--- src/rtl/fetch_stage.sv ---
// ---------------------------------------------------------------------------
// fetch_stage: instruction-fetch stage and IF/ID pipeline register for the
// 16-bit, 4-bit-opcode pipelined CPU.
//
// Owns the PC and the instruction memory read handshake. A miss parks fetch
// in a wait state until the fill completes. Decode can redirect fetch on a
// taken branch, and the hazard unit can stall. Fetch stops after a HLT is
// fetched, until a redirect or reset.
//
// Optional feature (macro FETCH_STALL_CNT_EN): adds a saturating 16-bit
// count of stalled fetch cycles on output fetch_stall_cnt.
//
// Ports:
//   clk              clock, all state updates on posedge
//   rst_n            synchronous active-low reset
//   stall            hazard-unit stall: hold PC and IF/ID
//   redirect_en      taken branch in decode: redirect fetch, squash IF/ID
//   redirect_pc      redirect target (bit 0 is forced to 0)
//   imem_rd_en       instruction read request
//   imem_addr        instruction read address
//   imem_data        instruction word, valid with imem_data_valid
//   imem_data_valid  hit in the same cycle, or miss-fill completion
//   ifid_instr       registered instruction to decode
//   ifid_pc_plus2    registered PC+2 of that instruction
//   ifid_valid       IF/ID holds a real instruction
//   pc               current fetch PC
//   halted           fetch stopped on HLT
//   fetch_stall_cnt  stalled-cycle count (only with FETCH_STALL_CNT_EN)
// ---------------------------------------------------------------------------
module fetch_stage #(
    parameter int unsigned     PC_W       = 16,
    parameter logic [PC_W-1:0] RESET_PC   = '0,
    parameter logic [3:0]      HLT_OPCODE = 4'hF
) (
    input  logic            clk,
    input  logic            rst_n,
    input  logic            stall,
    input  logic            redirect_en,
    input  logic [PC_W-1:0] redirect_pc,
    output logic            imem_rd_en,
    output logic [PC_W-1:0] imem_addr,
    input  logic [15:0]     imem_data,
    input  logic            imem_data_valid,
    output logic [15:0]     ifid_instr,
    output logic [PC_W-1:0] ifid_pc_plus2,
    output logic            ifid_valid,
    output logic [PC_W-1:0] pc,
    output logic            halted
`ifdef FETCH_STALL_CNT_EN
    ,
    output logic [15:0]     fetch_stall_cnt
`endif
);

    localparam logic [1:0] StRun     = 2'd0;
    localparam logic [1:0] StWaitMem = 2'd1;
    localparam logic [1:0] StHalted  = 2'd2;

    logic [1:0]      stateQ, stateD;
    logic [PC_W-1:0] pcQ, pcD;
    logic [PC_W-1:0] missAddrQ, missAddrD;
    logic            redirectPendingQ, redirectPendingD;
    logic [15:0]     instrQ, instrD;
    logic [PC_W-1:0] pcPlus2Q, pcPlus2D;
    logic            validQ, validD;

    logic [PC_W-1:0] pcIncr;
    logic [PC_W-1:0] redirectTarget;
    logic            accept;
    logic            isHlt;

    assign pcIncr         = pcQ + PC_W'(2);
    assign redirectTarget = {redirect_pc[PC_W-1:1], 1'b0};
    assign isHlt          = (imem_data[15:12] == HLT_OPCODE);

    always_comb begin
        stateD           = stateQ;
        pcD              = pcQ;
        missAddrD        = missAddrQ;
        redirectPendingD = redirectPendingQ;
        instrD           = instrQ;
        pcPlus2D         = pcPlus2Q;
        validD           = validQ;
        accept           = 1'b0;

        case (stateQ)
            StRun: begin
                if (redirect_en) begin
                    pcD    = redirectTarget;
                    validD = 1'b0;
                end else if (stall) begin
                    // Hold everything; returned data is dropped.
                end else if (!imem_data_valid) begin
                    missAddrD = pcQ;
                    stateD    = StWaitMem;
                    validD    = 1'b0;
                end else begin
                    accept = 1'b1;
                end
            end
            StWaitMem: begin
                if (redirect_en) begin
                    pcD              = redirectTarget;
                    redirectPendingD = 1'b1;
                    validD           = 1'b0;
                    // A fill landing in the redirect cycle is old-path data: close the miss.
                    if (imem_data_valid) begin
                        redirectPendingD = 1'b0;
                        stateD           = StRun;
                    end
                end else if (imem_data_valid) begin
                    if (redirectPendingQ) begin
                        redirectPendingD = 1'b0;
                        stateD           = StRun;
                    end else if (stall) begin
                        // Drop the fill; the refetch from RUN should hit.
                        stateD = StRun;
                    end else begin
                        accept = 1'b1;
                    end
                end
            end
            StHalted: begin
                if (redirect_en) begin
                    pcD    = redirectTarget;
                    validD = 1'b0;
                    stateD = StRun;
                end else if (!stall) begin
                    // HLT has been consumed by decode; issue it only once.
                    validD = 1'b0;
                end
            end
            default: begin
                stateD = StRun;
                validD = 1'b0;
            end
        endcase

        // In WAIT_MEM without a pending redirect pcQ still equals the miss address.
        if (accept) begin
            instrD   = imem_data;
            pcPlus2D = pcIncr;
            validD   = 1'b1;
            if (isHlt) begin
                stateD = StHalted;
            end else begin
                pcD    = pcIncr;
                stateD = StRun;
            end
        end
    end

    always_ff @(posedge clk) begin
        if (!rst_n) begin
            stateQ           <= StRun;
            pcQ              <= RESET_PC;
            missAddrQ        <= '0;
            redirectPendingQ <= 1'b0;
            instrQ           <= 16'h0000;
            pcPlus2Q         <= '0;
            validQ           <= 1'b0;
        end else begin
            stateQ           <= stateD;
            pcQ              <= pcD;
            missAddrQ        <= missAddrD;
            redirectPendingQ <= redirectPendingD;
            instrQ           <= instrD;
            pcPlus2Q         <= pcPlus2D;
            validQ           <= validD;
        end
    end

    assign imem_rd_en    = (stateQ != StHalted);
    assign imem_addr     = (stateQ == StWaitMem) ? missAddrQ : pcQ;
    assign halted        = (stateQ == StHalted);
    assign pc            = pcQ;
    assign ifid_instr    = instrQ;
    assign ifid_pc_plus2 = pcPlus2Q;
    assign ifid_valid    = validQ;

`ifdef FETCH_STALL_CNT_EN
    logic [15:0] stallCntQ;

    always_ff @(posedge clk) begin
        if (!rst_n) begin
            stallCntQ <= 16'h0000;
        end else if (((stateQ == StWaitMem) || ((stateQ == StRun) && stall))
                     && (stallCntQ != 16'hFFFF)) begin
            stallCntQ <= stallCntQ + 16'd1;
        end
    end

    assign fetch_stall_cnt = stallCntQ;
`endif

endmodule

--- config.mk ---
export PLATFORM = sky130hd
export DESIGN_NAME = fetch_stage
export DESIGN_NICKNAME = d
export VERILOG_FILES = /design/src/rtl/fetch_stage.sv
export SDC_FILE = /design/constraint.sdc
export NUM_CORES = 1
export LEC_CHECK = 0
export ABC_AREA = 1
export BUFFER_PORTS_ARGS = -buffer_cell sky130_fd_sc_hd__buf_2
export CAP_MARGIN = 20
export CORE_MARGIN = 2
export CORE_UTILIZATION = 45
export CTS_BUF_LIST = sky130_fd_sc_hd__clkbuf_16
export CTS_CLUSTER_DIAMETER = 100
export DETAILED_ROUTE_END_ITERATION = 7
export PLACE_DENSITY = 0.74
export SETUP_SLACK_MARGIN = 0.2
export SYNTH_ARGS = -nofsm -noshare
export SYNTH_HDL_FRONTEND = slang
export SYNTH_SLANG_ARGS = --single-unit
--- constraint.sdc ---
create_clock -name clk -period 2.54 [get_ports clk]
set_input_delay 0.508 -clock clk [delete_from_list [all_inputs] [get_ports clk]]
set_output_delay 0.508 -clock clk [all_outputs]
set_load 0.02 [all_outputs]
==> results.tsv, run 1 <==
metric	value	unit
die_w	88.2	um
setup_viol	0	
hold_buffers	0	
startpoint_type	flop	
dieArea	7780	um2
layout-drive-gt1-share	0.218	
pin_count	104	
post-dp-hpwl	5640	um
switching_power	748	uW
outcome	finished clean	
ir_drop	0.328	mV
postRouteAntennaNets	0	
intPower	1910	uW
power.share.clock	0.398	
hold_path.class	primary input to flop	
crit_slowest_cell	dfxtp_1	
clk_latency	0.32	ns
ys_ff_latch	68	
nets	607	
drtIter0Drc	205	
crit_chain	inv_1 -> nand2_1 -> buf_4 -> nand2_1 -> o21ai_0 -> buf_2	
post_cts_resized	0	
hold_viol	0	
busiest_layer	met2	
clkTransAtPathRegs	0.05	ns
path_class	flop to output port	
tns	0	ns
fin_crit_sh	0.822	
gr-usage-met1	0.263	
first_global_vias	2776	
vias	3226	
path_buf_inv	3	
yosysSeqAreaShare	0.427	
max_freq	479	MHz
final_common_cell	nand2_1	
crit_top_cell	nand2_1	
p_comb_frac	0.156	
dp_cells	654	
wire_per_inst	12.3	um
start_util	0.467	
area_growth	24.6	%
numPortBuffers	102	
cp_max_fo	34	
grt_use_met2	0.360	
cellPowerDensity	670	nW/um2
wl	8230	um
critPathMaxStageDelay	0.44	ns
seqPwrFrac	0.446	
met3_usage	0.0320	
grt_antenna_before_repair	0	
syn_inst	476	
n_antenna_cell	0	
post_cts_buffers	0	
die_y	88.2	um
drc	0	
grt_first_pass_wirelength	12800	um
drv_cap	0	
layout_min_cycle_time	2.09	ns
vias_per_cell	4.81	
swShare	0.281	
rows	30	
overflow	0	
grt_setup_unrepaired	false	
synth_warnings	0	
crit_required	2.03	ns
finClkSkew	0.00494	ns
htree_levels	3	
gp_congestion	0.905	
cts-buffers-inserted	9	
cts_tree	done	
synth_nets	514	
grt_max_degree	60	
worst_slew_pin_slew	0.531	ns
crit_path_end_kind	output port	
coreArea	6830	um2
cts_root_buf	clkbuf_16	
gr-usage-all-layers	0.212	
cts_buffer_depth	2	
critPathArrivalTime	1.58	ns
syn_avg_cell_area	6.70	um2
slew_headroom	0.646	
leakage	0.00197	uW
cts.sink_count	68	
syn_area	3190	um2
stdcell_count	670	
drt-pass1-iter-count	5	
slew_violations	0	
final_cell_mix	113 x nand2_1, 102 x buf_2, 87 x nor2_1, 68 x dfxtp_1, 61 x o21ai_0	
synth.distinct_cells	27	
crit_family	buffers and inverters	
[cell usage after synthesis, drive strengths merged]
library cell | number | area, um2
a32oi | 1 | 8.76
clkbuf | 11 | 42.5
nand2 | 115 | 447
buf | 14 | 95.1
o21ai | 64 | 320
nand4 | 5 | 31.3
xnor2 | 4 | 35.0
nand3 | 17 | 97.6
dfxtp | 68 | 1360
a21oi | 32 | 160
o21a | 1 | 7.51
nor2 | 88 | 333
nor3 | 1 | 16.3
o21bai | 1 | 7.51
ha | 1 | 12.5
xor2 | 3 | 26.3
clkinv | 1 | 3.75
inv | 49 | 184
[layer usage]
metal | up-vias | wire length [um] | part of all wire
met5 | - | 0 | 0
met4 | 0 | 210 | 0.026
met3 | 16 | 429 | 0.052
met2 | 83 | 4060 | 0.49
met1 | 1443 | 3530 | 0.43
li1 | 1684 | - | -
[sequential cells by signal, indices dropped and copies added (netlist names)]
name,count
ifid_valid,1
ifid_pc_plus2,16
pc,16
missAddrQ,16
redirectPendingQ,1
stateQ,2
ifid_instr,16
[metrics by stage]
step | setup WS, ns | util | total power [uW] | hold slack [ns] | area (um2)
after floorplan | 0.795 | - | 1480 | 0.425 | 3190
after global placement | 0.735 | 0.545 | 1610 | 0.435 | 3720
after detailed placement | 0.721 | 0.545 | 1620 | 0.440 | 3720
after CTS | 0.454 | 0.582 | 2680 | 0.371 | 3970
after global routing | 0.322 | 0.582 | 2780 | 0.393 | 3970
final | 0.453 | 0.582 | 2660 | 0.378 | 3970
[final timing paths]
| path | cells past startpoint | from | endpoint | slack, ns |
|---|---|---|---|---|
| worst max register to register | 7 | pc[1]$_SDFF_PN0_ | pc[9]$_SDFF_PN0_ | 0.83 |
| worst min-delay path | 2 | imem_data_valid | redirectPendingQ$_SDFFE_PN0P_ | 0.38 |
| worst min register to register | 2 | missAddrQ[10]$_SDFFE_PN0P_ | missAddrQ[10]$_SDFFE_PN0P_ | 0.45 |
| worst max-delay path | 6 | stateQ[1]$_SDFFE_PN0P_ | imem_addr[4] | 0.45 |
[area by class of cell]
type | instances | area (um2)
well taps | 96 | 120
clock inverters | 7 | 28.8
inverters | 50 | 188
flip-flops and latches | 68 | 1360
clock buffers | 9 | 225
multi-input cells | 333 | 1500
fillers | 694 | 2860
repair buffers | 107 | 548
[logic make-up after synthesis]
family	share of synthesized area
buffers and inverters	0.102
AO/OA/AOI/OAI	0.158
XOR/XNOR	0.0192
adder cells (fa/ha/maj)	0.00392
flip-flops	0.427
AND/OR/NAND/NOR	0.290
[worst reg2reg max path: stages, from the launching register on]
cell and delay (ns):
dfxtp_1 0.48, ha_1 0.29, inv_1 0.06, nor2_1 0.26
nand2_1 0.12, xnor2_1 0.28, nor2_1 0.07, nor2_1 0.10
[power groups by stage]
| stage | sequential [uW] | clock [uW] | combinational (uW) |
|---|---|---|---|
| final | 1190 | 1060 | 414 |
| after global routing | 1190 | 1130 | 462 |
| after CTS | 1190 | 1080 | 417 |
| after detailed placement | 1210 | 0 | 415 |
| after global placement | 1210 | 0 | 407 |
| after floorplan | 1250 | 0 | 230 |
No activity file was read; power rests on OpenSTA's default activity.
==> run 2, diff against run 1 <==
PLACE_DENSITY = 0.77   (was 0.74)
clock period = 1.8 ns   (was 2.54 ns; I/O delays follow)
==> run 2 against run 1 <==
Net effect: total power is 59% higher; clock-buffer cell count stayed put; clock power is 76% higher; final cell count is 2.1% higher; register-to-register slack lost 0.58 ns; first-iteration DRC count is 27% lower; sequential power grew 39%.
==> results.tsv, run 2 (synthesis gave the netlist of run 1 again) <==
metric	value	unit	change
gr-usage-all-layers	0.220		+0.00869
crit_path_end_kind	output port		
cts_root_buf	clkbuf_16		
cts_buffer_depth	2		unchanged
coreArea	6830	um2	unchanged
layout_min_cycle_time	1.69	ns	
finClkSkew	0.00533	ns	+0.000385 ns
cellPowerDensity	956	nW/um2	+43%
ir_drop	0.482	mV	+47%
timing.rr.start	stateQ[1]$_SDFFE_PN0P_		
crit_required	1.44	ns	-0.59 ns
nFillCells	619		-11%
r2r_cells	9		+2
n_antenna_cell	0		unchanged
register_area	1370	um2	+0.74%
hp-start	imem_data_valid		
timing.final.ws_setup	0.109	ns	-0.344 ns
slew_headroom	0.754		+0.109
path_class	flop to output port		
gp_congestion	0.916		+1.2%
startpoint_type	flop		
drv_cap	0		unchanged
rows	30		unchanged
dp_cells	662		+1.2%
fin_crit_sh	0.939		
r2r_end	ifid_pc_plus2[13]$_SDFFE_PN0P_		
outcome	finished clean		
final_common_cell	nand2_1		
hold_path.class	primary input to flop		
worst_slew_pin_slew	0.368	ns	-0.162 ns
drc	0		unchanged
max_freq	592	MHz	
leakage	0.00215	uW	+8.8%
cts.sink_count	68		unchanged
wl	8770	um	+6.6%
reg2reg_setup_slack	0.25	ns	-0.58 ns
post-dp-hpwl	5750	um	+2.0%
start_util	0.467		unchanged
wire_per_inst	12.8	um	+4.4%
cts_tree	done		
layout-drive-gt1-share	0.294		+0.0764
multi_input_area	1610	um2	+7.3%
clk_latency	0.33	ns	about the same
tns	0	ns	unchanged
numPortBuffers	102		unchanged
dieArea	7780	um2	unchanged
slew_violations	0		unchanged
grt_setup_unrepaired	true		
cts-buffers-inserted	9		unchanged
hold_buffers	0		unchanged
grt_first_pass_wirelength	13200	um	+3.3%
area_growth	39.0	%	
final_cell_mix	104 x nand2_1, 86 x nor2_1, 86 x buf_2, 64 x dfxtp_1, 47 x inv_1		
grt_antenna_before_repair	0		unchanged
die_y	88.2	um	unchanged
postRouteAntennaNets	0		unchanged
hold-path-endpoint	redirectPendingQ$_SDFFE_PN0P_		
stdcell_count	684		+2.1%
overflow	0		unchanged
drt-pass1-iter-count	5		unchanged
hold_viol	0		unchanged
grt_max_degree	59		-1.7%
first_global_vias	2847		+2.6%
die_w	88.2	um	unchanged
clkTransAtPathRegs	0.06	ns	about the same
pin_count	104		unchanged
nets	621		+2.3%
vias_per_cell	4.83		+0.41%
cp_max_fo	8		-76%
critPathArrivalTime	1.33	ns	-0.25 ns
htree_levels	3		unchanged
setup_viol	0		unchanged
hold_depth	2		unchanged
vias	3307		+2.5%
drtIter0Drc	150		-27%
post-place-ws	0.255	ns	-0.466 ns
-- run 2: cell count changes in the layout (fill, tap and decap cells not counted), moves of 5 or more --
cell / delta
o21ai_0: -20
o21ai_2: +13
nand2_2: +8
buf_4: +13
buf_2: -16
buf_6: +12
nand2_1: -9
o21ai_1: +5
-- run 2: metrics by stage --
step,area [um2],hold slack [ns],total power (uW),util
after floorplan,3190,0.425,2090,-
after global placement,3800,0.433,2300,0.557
after detailed placement,3800,0.438,2310,0.557
after CTS,4210,0.211,4200,0.616
after global routing,4430,0.209,4420,0.649
final,4430,0.216,4240,0.649
-- run 2: metal layers --
layer	part of all wire	GRT usage	wire length, um	vias up
met1	0.43	0.281	3780	1497
met5	0	0	0	-
met3	0.045	0.0613	398	15
met4	0.021	0.0758	181	0
li1	-	-	-	1720
met2	0.50	0.360	4410	75
-- run 2: final cells by class --
type / instances / area share
timing repair buffer: 121 / 0.185
tap: 96 / 0.0271
multi-input combinational: 333 / 0.364
clock inverter: 7 / 0.0206
sequential: 68 / 0.309
clock buffer: 9 / 0.0508
inverter: 50 / 0.0440
-- run 2: power by group --
group | switching [uW] | internal [uW]
Combinational | 432 | 280
Clock | 658 | 1210
Sequential | 71.1 | 1590
-- run 2: worst max-delay path by stage --
stage / start / to / slack (ns) / cells after the start
6_report: stateQ[1]$_SDFFE_PN0P_ / imem_addr[3] / 0.11 / 5
2_1_floorplan: stateQ[1]$_SDFFE_PN0P_ / imem_addr[0] / 0.20 / 4
3_5_place_dp: redirect_en / ifid_instr[0]$_SDFFE_PN0P_ / 0.25 / 7
5_1_grt: stateQ[1]$_SDFFE_PN0P_ / imem_addr[3] / 0.09 / 5
4_1_cts: stateQ[1]$_SDFFE_PN0P_ / imem_addr[4] / 0.14 / 5
3_3_place_gp: redirect_en / ifid_instr[8]$_SDFFE_PN0P_ / 0.28 / 7
-- run 2: critical path, cell delays in order, from the launching register on --
cell       delay (ns)
dfxtp_4          0.35
inv_4            0.08
nand2_8          0.08
clkbuf_16        0.18
o21ai_2          0.14
buf_4            0.17
-- run 2: repair_timing --
| item | in CTS | in global routing |
|---|---|---|
| gates resized for setup | 31 | 58 |
| setup buffers | 2 | 1 |
| cloned | 1 | 2 |
| hold endpoints to repair | 0 | 0 |
| setup endpoints to repair | 16 | 43 |
| pin swaps | 0 | 0 |
